===== config.mk =====
export PLATFORM = sky130hd
export DESIGN_NAME = pulse2width
export DESIGN_NICKNAME = d
export VERILOG_FILES = /design/src/rtl/pulse2width.sv
export SDC_FILE = /design/constraint.sdc
export NUM_CORES = 1
export LEC_CHECK = 0
export CAP_MARGIN = 20
export CORE_MARGIN = 3
export CORE_UTILIZATION = 55
export DETAILED_ROUTE_END_ITERATION = 8
export PLACE_DENSITY = 0.79
export SLEW_MARGIN = 20
export SYNTH_ARGS = -nofsm -noshare
export SYNTH_HDL_FRONTEND = slang
export SYNTH_SLANG_ARGS = --single-unit

===== constraint.sdc =====
create_clock -name sys_clk -period 1.98 [get_ports sys_clk]
set_input_delay 0.396 -clock sys_clk [delete_from_list [all_inputs] [get_ports sys_clk]]
set_output_delay 0.396 -clock sys_clk [all_outputs]
set_load 0.05 [all_outputs]

===== src/rtl/pulse2width.sv =====
// rtl/pulse2width.sv - measures the high width of a level on pulse_in in sys_clk cycles
module pulse2width #(
    parameter int WIDTH       = 16,
    parameter int SYNC_STAGES = 2,
    parameter int CONTINUOUS  = 0
) (
    input  logic             sys_clk,
    input  logic             sys_rst_n,
    input  logic             enable,
    input  logic             arm,
    input  logic             pulse_in,
    output logic [WIDTH-1:0] width_out,
    output logic [WIDTH-1:0] start_out,
    output logic [WIDTH-1:0] stop_out,
    output logic             width_valid,
    output logic             overflow,
    output logic             busy
);

    typedef enum logic [1:0] {
        IDLE     = 2'd0,
        WAIT_LOW = 2'd1,
        ARMED    = 2'd2,
        MEASURE  = 2'd3
    } state_t;

    localparam logic [WIDTH-1:0] ALL_ONES = '1;
    localparam logic [WIDTH-1:0] ONE      = WIDTH'(1);

    state_t                 state;
    state_t                 state_next;
    logic [SYNC_STAGES-1:0] sync_q;
    logic                   s;
    logic                   s_d;
    logic                   rise;
    logic                   fall;
    logic [WIDTH-1:0]       tb;
    logic [WIDTH-1:0]       cnt;
    logic [WIDTH-1:0]       start_reg;
    logic                   ovf_reg;
    logic                   capture_start;
    logic                   finish;

    assign s    = sync_q[SYNC_STAGES-1];
    assign rise = s & ~s_d;
    assign fall = ~s & s_d;

    always_ff @(posedge sys_clk or negedge sys_rst_n) begin
        if (!sys_rst_n) begin
            sync_q <= '0;
            s_d    <= 1'b0;
        end else begin
            sync_q <= {sync_q[SYNC_STAGES-2:0], pulse_in};
            s_d    <= s;
        end
    end

    always_ff @(posedge sys_clk or negedge sys_rst_n) begin
        if (!sys_rst_n) begin
            tb <= '0;
        end else if (!enable) begin
            tb <= '0;
        end else begin
            tb <= tb + ONE;
        end
    end

    always_ff @(posedge sys_clk or negedge sys_rst_n) begin
        if (!sys_rst_n) begin
            state <= IDLE;
        end else begin
            state <= state_next;
        end
    end

    // Continuous mode returns through WAIT_LOW, so s must be seen low for two
    // cycles between pulses for the next rise to be caught.
    always_comb begin
        state_next    = state;
        capture_start = 1'b0;
        finish        = 1'b0;
        case (state)
            IDLE: begin
                if (arm) begin
                    state_next = WAIT_LOW;
                end
            end
            WAIT_LOW: begin
                if (!s) begin
                    state_next = ARMED;
                end
            end
            ARMED: begin
                if (rise) begin
                    capture_start = 1'b1;
                    state_next    = MEASURE;
                end
            end
            MEASURE: begin
                if (fall) begin
                    finish     = 1'b1;
                    state_next = (CONTINUOUS != 0) ? WAIT_LOW : IDLE;
                end
            end
            default: begin
                state_next = IDLE;
            end
        endcase
        if (!enable) begin
            state_next    = IDLE;
            capture_start = 1'b0;
            finish        = 1'b0;
        end
    end

    always_ff @(posedge sys_clk or negedge sys_rst_n) begin
        if (!sys_rst_n) begin
            cnt         <= '0;
            start_reg   <= '0;
            ovf_reg     <= 1'b0;
            width_out   <= '0;
            start_out   <= '0;
            stop_out    <= '0;
            overflow    <= 1'b0;
            width_valid <= 1'b0;
            busy        <= 1'b0;
        end else begin
            width_valid <= 1'b0;
            busy        <= (state != IDLE);
            if (!enable) begin
                cnt       <= '0;
                start_reg <= '0;
                ovf_reg   <= 1'b0;
            end else begin
                if (capture_start) begin
                    start_reg <= tb;
                    cnt       <= ONE;
                    ovf_reg   <= 1'b0;
                end else if (state == MEASURE && s) begin
                    // Saturate the count; remember that the pulse outlived it.
                    if (cnt == ALL_ONES) begin
                        ovf_reg <= 1'b1;
                    end else begin
                        cnt <= cnt + ONE;
                    end
                end
                if (finish) begin
                    width_out   <= cnt;
                    start_out   <= start_reg;
                    stop_out    <= tb;
                    overflow    <= ovf_reg;
                    width_valid <= 1'b1;
                end
            end
        end
    end

endmodule

==> flow_metrics.env, run 1 <==
export IMPL_start_kind="flip-flop"
export IMPL_tritoncts="done"
export IMPL_firstDrtPassIters=4
export IMPL_pwr_share_clk=0.339
export IMPL_crit_slowest_cell="clkdlybuf4s50_1"
export IMPL_cts_root_buf="clkbuf_8"
export IMPL_wl_per_cell_um=16.0
export IMPL_fin_nets=457
export IMPL_post_route_period_util=0.974
export IMPL_tns_ps=0
export IMPL_cts_buffer_depth=2
export IMPL_clock_fmax_mhz=519
export IMPL_ys_flop_type="dfrtp_1"
export IMPL_track_usage=0.209
export IMPL_avgSynthCellArea_sq_um=11.6
export IMPL_seq_area_frac_synth=0.586
export IMPL_die_area_sq_um=9280
export IMPL_syn_area_sq_um=4490
export IMPL_syn2layout_area_growth_pct=20.6
export IMPL_dp_slack_ps=73.1
export IMPL_vias_per_cell=5.72
export IMPL_status="complete, no violations"
export IMPL_yosysWarnings=0
export IMPL_antenna_found_initial=0
export IMPL_ir_drop_mv=0.649
export IMPL_worst_slew_margin_rel=0.629
export IMPL_drv_cap=0
export IMPL_syn_inst=386
export IMPL_io_buffers=55
export IMPL_fin_skew_ps=12.3
export IMPL_synth_edf_count=0
export IMPL_path_buf_inv=1
export IMPL_hp_class="input port to async pin"
export IMPL_insertion_delay_ps=350
export IMPL_num_vias=3154
export IMPL_p_sw_uw=1060
export IMPL_grt_first_pass_wirelength_um=15000
export IMPL_hold_violations=0
export IMPL_dpl_hpwl_um=5930
export IMPL_rr_endpoint="cnt[13]"
export IMPL_crit_fanout=2
export IMPL_slowest_delay_ps=810
export IMPL_worst_pin_slew_ps=556
export IMPL_drt_iter0_drc=178
export IMPL_grt_max_degree=106
export IMPL_powerDensity_nw_per_um2=764
export IMPL_slew_violations=0
export IMPL_postRouteWirelength_um=8810
export IMPL_p_sw_frac=0.258
export IMPL_fin_ws_ps=52.2
export IMPL_n_antenna_cell=0
export IMPL_cts_max_level=3
export IMPL_power_internal_uw=3070
export IMPL_die_h_um=96.3
export IMPL_initial_core_util=0.575
export IMPL_clock_sinks=105
export IMPL_fp_dieW_um=96.3
export IMPL_crit_chain="clkdlybuf4s50_1"
export IMPL_synthDistinctLibCells=45
export IMPL_post_cts_buffers=0
export IMPL_critical_path_arrival_ps=1530
export IMPL_pwr_share_comb=0.117
export IMPL_rsz0062_at_grt="no"
export IMPL_min_period_ps=1930
export IMPL_row_count=32
export IMPL_path_clk_slew_ps=100
export IMPL_drive_gt1_frac=0.140
export IMPL_gp_congestion=0.769
export IMPL_setup_worst_path_end_class="output port"
export IMPL_r2r_cells=5
export IMPL_pin_count=56
export IMPL_overflow=0
export IMPL_required_ps=1580
export IMPL_ys_seq_elements=105
export IMPL_static_leakage_power_uw=0.00248
export IMPL_drc=0
export IMPL_rrSetupSlack_ps=70
export IMPL_numCtsBuffers=9
export IMPL_syn_nets=398
export IMPL_power_share_sequential=0.544
export IMPL_core_area_sq_um=7810
export IMPL_synth_async_sr_flop_share=1.00
export IMPL_setup_viol=0
export IMPL_setup_worst_path_class="flip-flop to output port"
export IMPL_critical_path_top_delay_family="buffers and inverters"
export IMPL_antenna_left=0
export IMPL_r2r_start="state[1]"
export IMPL_grt_pass1_vias=3098
-- final cells by class --
cell class,instances,area [sq um]
multi-input cells,258,1760
repair buffers,63,656
flip-flops and latches,105,2630
well taps,102,128
clock buffers,10,128
inverters,8,30.0
clock inverters,5,78.8
fillers,601,2400
-- power by group through the flow --
stage               logic (uW)  registers, uW  clock network [uW]
finish                     483           2250                1400
global route               532           2260                1500
CTS                        488           2250                1430
detailed placement         485           2290                   0
global placement           466           2290                   0
floorplan                  218           2370                   0
-- stage by stage --
step,cells,power [uW],instance area (sq um),util,hold WS [ps]
2_1_floorplan,386,2590,4490,-,100
3_3_place_gp,536,2750,5190,0.665,332
3_5_place_dp,536,2780,5190,0.665,337
4_1_cts,551,4160,5400,0.692,116
5_1_grt,551,4290,5410,0.693,138
6_report,551,4130,5410,0.693,78.4
-- cells in the mapped netlist (3+ instances only) --
| library cell | count | area, sq um |
|---|---|---|
| dfrtp_1 | 105 | 2630 |
| nand2_1 | 52 | 195 |
| mux2_2 | 34 | 383 |
| a21oi_1 | 32 | 160 |
| nor2_1 | 16 | 60.1 |
| mux2_1 | 12 | 135 |
| nand3_1 | 10 | 50.1 |
| nand4_1 | 10 | 62.6 |
| clkbuf_1 | 9 | 33.8 |
| or3_1 | 9 | 56.3 |
| o21ai_0 | 8 | 40.0 |
| o31ai_1 | 8 | 60.1 |
| ha_1 | 7 | 87.6 |
| inv_1 | 7 | 26.3 |
| buf_2 | 5 | 25.0 |
| nor3_1 | 5 | 25.0 |
| or4_1 | 5 | 37.5 |
| xnor2_1 | 5 | 43.8 |
| xor2_1 | 5 | 43.8 |
| and3_1 | 4 | 25.0 |
| nor4_1 | 4 | 25.0 |
| o21ai_1 | 4 | 20.0 |
| and2_1 | 3 | 18.8 |
| and4_1 | 3 | 26.3 |
-- repair_timing --
item / in CTS / in global routing
resized for setup: 0 / 5
hold buffers: 0 / 0
endpoints found under the setup margin: 0 / 6
-- cell families after synthesis --
kind of cell,share of synthesized area
AO/OA/AOI/OAI,0.0784
XOR/XNOR,0.0195
adder cells (fa/ha/maj),0.0195
buffers and inverters,0.0215
flip-flops,0.586
multiplexers,0.118
AND/OR/NAND/NOR,0.158
-- worst max path at each step --
stage                       startpoint           end  slack, ps  cells past startpoint
after floorplan               state[1]       cnt[13]        320                      5
after global placement          enable  start_out[9]        160                      4
after detailed placement      state[1]       cnt[13]         70                      5
after CTS                     state[1]       cnt[13]          8                      5
after global routing      start_out[6]  start_out[6]        0.8                      1
final                     width_out[1]  width_out[1]         50                      1
-- metal layers --
layer | part of all wire | up-vias | track usage
met4 | 0.014 | 0 | 0.0701
met3 | 0.041 | 10 | 0.0297
met5 | 0 | - | 0
met2 | 0.48 | 69 | 0.325
met1 | 0.47 | 1586 | 0.303
li1 | - | 1489 | -
-- layout by cell type (no fill, tap or decap), drive strengths merged, types with 8 or more instances in the layout --
| cell | n |
|---|---|
| a21oi | 32 |
| buf | 9 |
| clkbuf | 10 |
| clkdlybuf4s50 | 50 |
| dfrtp | 105 |
| inv | 8 |
| mux2 | 46 |
| nand2 | 52 |
| nand3 | 11 |
| nand4 | 11 |
| nor2 | 16 |
| o21ai | 12 |
| o31ai | 8 |
| or3 | 9 |
No activity file was read; power rests on OpenSTA's default activity.
==> inputs of run 2 (changes only) <==
CAP_MARGIN = unset   (was 20)
CORE_MARGIN = 1.5   (was 3)
==> flow_metrics.env, run 2 (synthesis gave the netlist of run 1 again) <==
export IMPL_slew_violations=0
export IMPL_die_h_um=93.3
export IMPL_critical_path_arrival_ps=1540
export IMPL_io_buffers=55
export IMPL_postRouteWirelength_um=8730
export IMPL_die_area_sq_um=8710
export IMPL_start_kind="flip-flop"
export IMPL_grt_pass1_vias=3161
export IMPL_fin_skew_ps=7.90
export IMPL_required_ps=1580
export IMPL_powerDensity_nw_per_um2=738
export IMPL_core_area_sq_um=7810
export IMPL_pwr_share_comb=0.122
export IMPL_pin_count=56
export IMPL_vias_per_cell=5.71
export IMPL_power_share_sequential=0.561
export IMPL_crit_fanout=2
export IMPL_n_antenna_cell=0
export IMPL_post_route_period_util=0.978
export IMPL_crit_slowest_cell="clkdlybuf4s50_1"
export IMPL_firstDrtPassIters=4
export IMPL_power_internal_uw=2950
export IMPL_antenna_left=0
export IMPL_tns_ps=0
export IMPL_cts_buffer_depth=2
export IMPL_worst_slew_margin_rel=0.659
export IMPL_r2r_cells=5
export IMPL_min_path_cells=0
export IMPL_hold_violations=0
export IMPL_initial_core_util=0.575
export IMPL_final_cell_mix="dfrtp_1 (105), nand2_1 (52), clkdlybuf4s50_1 (49)"
export IMPL_path_buf_inv=1
export IMPL_cts_root_buf="clkbuf_8"
export IMPL_path_clk_slew_ps=90
export IMPL_rr_endpoint="cnt[14]"
export IMPL_pwr_share_clk=0.317
export IMPL_clock_fmax_mhz=517
export IMPL_hp_start="sync_q[0]"
export IMPL_setup_viol=0
export IMPL_syn2layout_area_growth_pct=21.0
export IMPL_overflow=0
export IMPL_final_common_cell="dfrtp_1"
export IMPL_ir_drop_mv=0.699
export IMPL_critical_path_top_delay_family="buffers and inverters"
export IMPL_drc=0
export IMPL_fp_dieW_um=93.3
export IMPL_clock_sinks=105
export IMPL_setup_worst_path_end_class="output port"
export IMPL_dpl_hpwl_um=5840
export IMPL_drive_gt1_frac=0.141
export IMPL_p_sw_uw=1050
export IMPL_hp_class="flip-flop to flip-flop"
export IMPL_grt_first_pass_wirelength_um=15000
export IMPL_min_period_ps=1940
export IMPL_cts_max_level=3
export IMPL_p_sw_frac=0.262
export IMPL_grt_max_degree=40
export IMPL_min_to="sync_q[1]"
export IMPL_rrSetupSlack_ps=180
export IMPL_rsz0062_at_grt="no"
export IMPL_track_usage=0.222
export IMPL_setup_worst_path_class="flip-flop to output port"
export IMPL_drt_iter0_drc=171
export IMPL_r2r_start="cnt[0]"
export IMPL_status="complete, no violations"
export IMPL_crit_chain="clkdlybuf4s50_1"
export IMPL_gp_congestion=0.827
export IMPL_tritoncts="done"
export IMPL_slowest_delay_ps=810
export IMPL_numCtsBuffers=9
export IMPL_static_leakage_power_uw=0.00251
export IMPL_fin_nets=460
export IMPL_worst_pin_slew_ps=511
export IMPL_wl_per_cell_um=15.7
export IMPL_num_vias=3170
export IMPL_insertion_delay_ps=360
export IMPL_antenna_found_initial=0
export IMPL_drv_cap=0
export IMPL_row_count=32
export IMPL_post_cts_buffers=0
export IMPL_hold_ws_ps=361
-- run 2: power groups by stage --
stage               sequential (uW)  clock, uW  combinational [uW]
floorplan                      2370          0                 218
global placement               2290          0                 477
detailed placement             2290          0                 490
CTS                            2250       1300                 494
global route                   2250       1390                 542
finish                         2250       1270                 487
-- run 2: through the flow --
stage	cells	utilization	worst slack, ps	instance area, sq um	total power, uW
global route	555	0.695	1.50	5430	4180
finish	555	0.695	44.1	5430	4000
floorplan	386	-	321	4490	2590
global placement	538	0.669	170	5220	2760
detailed placement	538	0.669	145	5220	2780
CTS	555	0.694	3.59	5420	4040
-- run 2: worst max path at each step --
stage | slack [ps] | startpoint | to | cells after the start
4_1_cts | 4 | start_out[1] | start_out[1] | 1
5_1_grt | 1 | start_out[0] | start_out[0] | 1
3_3_place_gp | 170 | enable | start_out[12] | 4
2_1_floorplan | 320 | state[1] | cnt[13] | 5
3_5_place_dp | 140 | enable | start_out[12] | 4
6_report | 40 | width_out[1] | width_out[1] | 1
-- run 2: routing by layer --
layer / up-vias / wire [um] / track usage
met1: 1568 / 3950 / 0.308
met5: - / 0 / 0
met4: 0 / 183 / 0.0985
met3: 16 / 378 / 0.0358
met2: 75 / 4220 / 0.344
li1: 1511 / - / -
-- run 2: cell type report --
| class | instances | area (sq um) |
|---|---|---|
| repair buffers | 66 | 696 |
| inverters | 8 | 30.0 |
| multi-input cells | 258 | 1760 |
| clock buffers | 11 | 131 |
| fillers | 597 | 2380 |
| clock inverters | 5 | 53.8 |
| flip-flops and latches | 105 | 2630 |
| well taps | 102 | 128 |
-- run 2: repair_timing --
item | 4_1_cts | 5_1_grt
resized for setup | 0 | 5
setup endpoints to repair | 0 | 5
hold endpoints to repair | 31 | 0
hold buffers | 1 | 0
-- run 2: worst reg2reg max path: stages (launching register included) --
cell      delay, ps
dfrtp_1         410
ha_1            300
nand3_2         160
nand2b_1        200
or4_1           500
a21oi_1         150
==> inputs of run 3 (changes only) <==
CORE_MARGIN = unset   (was 1.5)
GPL_ROUTABILITY_DRIVEN = 0   (was unset)
SLEW_MARGIN = 40   (was 20)
==> flow_metrics.env, run 3 (synthesis gave the netlist of run 1 again) <==
export IMPL_pin_count=56
export IMPL_min_path_cells=0
export IMPL_post_cts_buffers=0
export IMPL_post_route_period_util=0.985
export IMPL_cts_max_level=3
export IMPL_hp_start="sync_q[0]"
export IMPL_slowest_delay_ps=810
export IMPL_vias_per_cell=5.79
export IMPL_crit_slowest_cell="clkdlybuf4s50_1"
export IMPL_powerDensity_nw_per_um2=772
export IMPL_grt_use_met1=0.322
export IMPL_final_instance_count_excl_fill=554
export IMPL_crit_chain="clkdlybuf4s50_1"
export IMPL_static_leakage_power_uw=0.00247
export IMPL_worst_slew_margin_rel=0.642
export IMPL_grt_first_pass_wirelength_um=14800
export IMPL_rsz0062_at_grt="no"
export IMPL_drc=0
export IMPL_wl_per_cell_um=15.6
export IMPL_drive_gt1_frac=0.144
export IMPL_insertion_delay_ps=370
export IMPL_critical_path_top_delay_family="buffers and inverters"
export IMPL_r2r_start="state[0]"
export IMPL_antenna_found_initial=0
export IMPL_grt_busiest_layer="met2"
export IMPL_grt_max_degree=54
export IMPL_num_vias=3207
export IMPL_status="complete, no violations"
export IMPL_rr_endpoint="overflow"
export IMPL_die_area_sq_um=8520
export IMPL_die_h_um=92.3
export IMPL_row_count=32
export IMPL_fin_skew_ps=10.8
export IMPL_path_clk_slew_ps=90
export IMPL_start_kind="flip-flop"
export IMPL_n_antenna_cell=0
export IMPL_cts_buffer_depth=2
export IMPL_cts_root_buf="clkbuf_8"
export IMPL_fin_nets=459
export IMPL_numCtsBuffers=9
export IMPL_dpl_hpwl_um=5810
export IMPL_n_fill_cell=583
export IMPL_setup_worst_path_class="flip-flop to output port"
export IMPL_syn2layout_area_growth_pct=21.3
export IMPL_io_buffers=55
export IMPL_slew_violations=0
export IMPL_worst_pin_slew_ps=536
export IMPL_ir_drop_mv=0.522
export IMPL_firstDrtPassIters=5
export IMPL_core_area_sq_um=7810
export IMPL_fp_dieW_um=92.3
export IMPL_rrSetupSlack_ps=190
export IMPL_tns_ps=0
export IMPL_final_cell_mix="dfrtp_1 (105), nand2_1 (52), clkdlybuf4s50_1 (52)"
export IMPL_required_ps=1580
export IMPL_track_usage=0.224
export IMPL_setup_worst_path_end_class="output port"
export IMPL_hold_violations=0
export IMPL_drv_cap=0
export IMPL_placed_cells=537
export IMPL_antenna_left=0
export IMPL_grt_use_met3=0.0279
export IMPL_clock_sinks=105
export IMPL_overflow=0
export IMPL_setup_viol=0
export IMPL_min_period_ps=1950
export IMPL_clock_fmax_mhz=513
export IMPL_path_buf_inv=1
export IMPL_critical_path_arrival_ps=1550
export IMPL_tritoncts="done"
export IMPL_r2r_cells=5
export IMPL_final_common_cell="dfrtp_1"
export IMPL_hp_class="flip-flop to flip-flop"
export IMPL_initial_core_util=0.575
export IMPL_crit_fanout=2
export IMPL_drt_iter0_drc=145
export IMPL_grt_pass1_vias=3053
export IMPL_postRouteWirelength_um=8660
export IMPL_min_to="sync_q[1]"
export IMPL_use_met2=0.345
-- run 3: power breakdown --
part           leakage [uW]  internal [uW]  total, uW  switching [uW]
logic              0.000898            176        510             334
clock network      0.000113            746       1440             696
registers           0.00145           2200       2250            47.9
-- run 3: area by class of cell --
class,count,area [sq um],area share
repair buffers,65,668,0.123
well taps,102,128,0.0234
clock inverters,5,78.8,0.0145
flip-flops and latches,105,2630,0.483
multi-input cells,258,1770,0.325
clock buffers,11,141,0.0260
inverters,8,30.0,0.00552
-- run 3: worst max-delay path by stage --
stage	startpoint	end	slack (ps)	depth (start not counted)
3_5_place_dp	enable	width_out[9]	180	4
2_1_floorplan	state[1]	cnt[13]	320	5
3_3_place_gp	enable	stop_out[14]	230	4
6_report	width_out[0]	width_out[0]	30	1
4_1_cts	start_out[1]	start_out[1]	0.1	1
5_1_grt	width_out[15]	width_out[15]	3	1
-- run 3: through the flow --
step | instance area [sq um] | setup WS (ps) | utilization | hold WS (ps) | total power, uW
floorplan | 4490 | 321 | - | 100 | 2590
global placement | 5200 | 228 | 0.666 | 332 | 2760
detailed placement | 5200 | 181 | 0.666 | 339 | 2780
CTS | 5430 | 0.0970 | 0.696 | 362 | 4210
global route | 5440 | 2.51 | 0.697 | 376 | 4360
finish | 5440 | 29.9 | 0.697 | 358 | 4200
-- run 3: metal layers --
metal	vias to the layer above	wire [um]
li1	1503	-
met1	1614	4040
met2	78	4180
met3	12	302
met4	0	140
met5	-	0
-- run 3: timing repair --
item / in CTS / in global routing
hold buffers: 1 / 0
setup endpoints to repair: 0 / 3
resized for setup: 0 / 3
endpoints found under the hold margin: 28 / 0
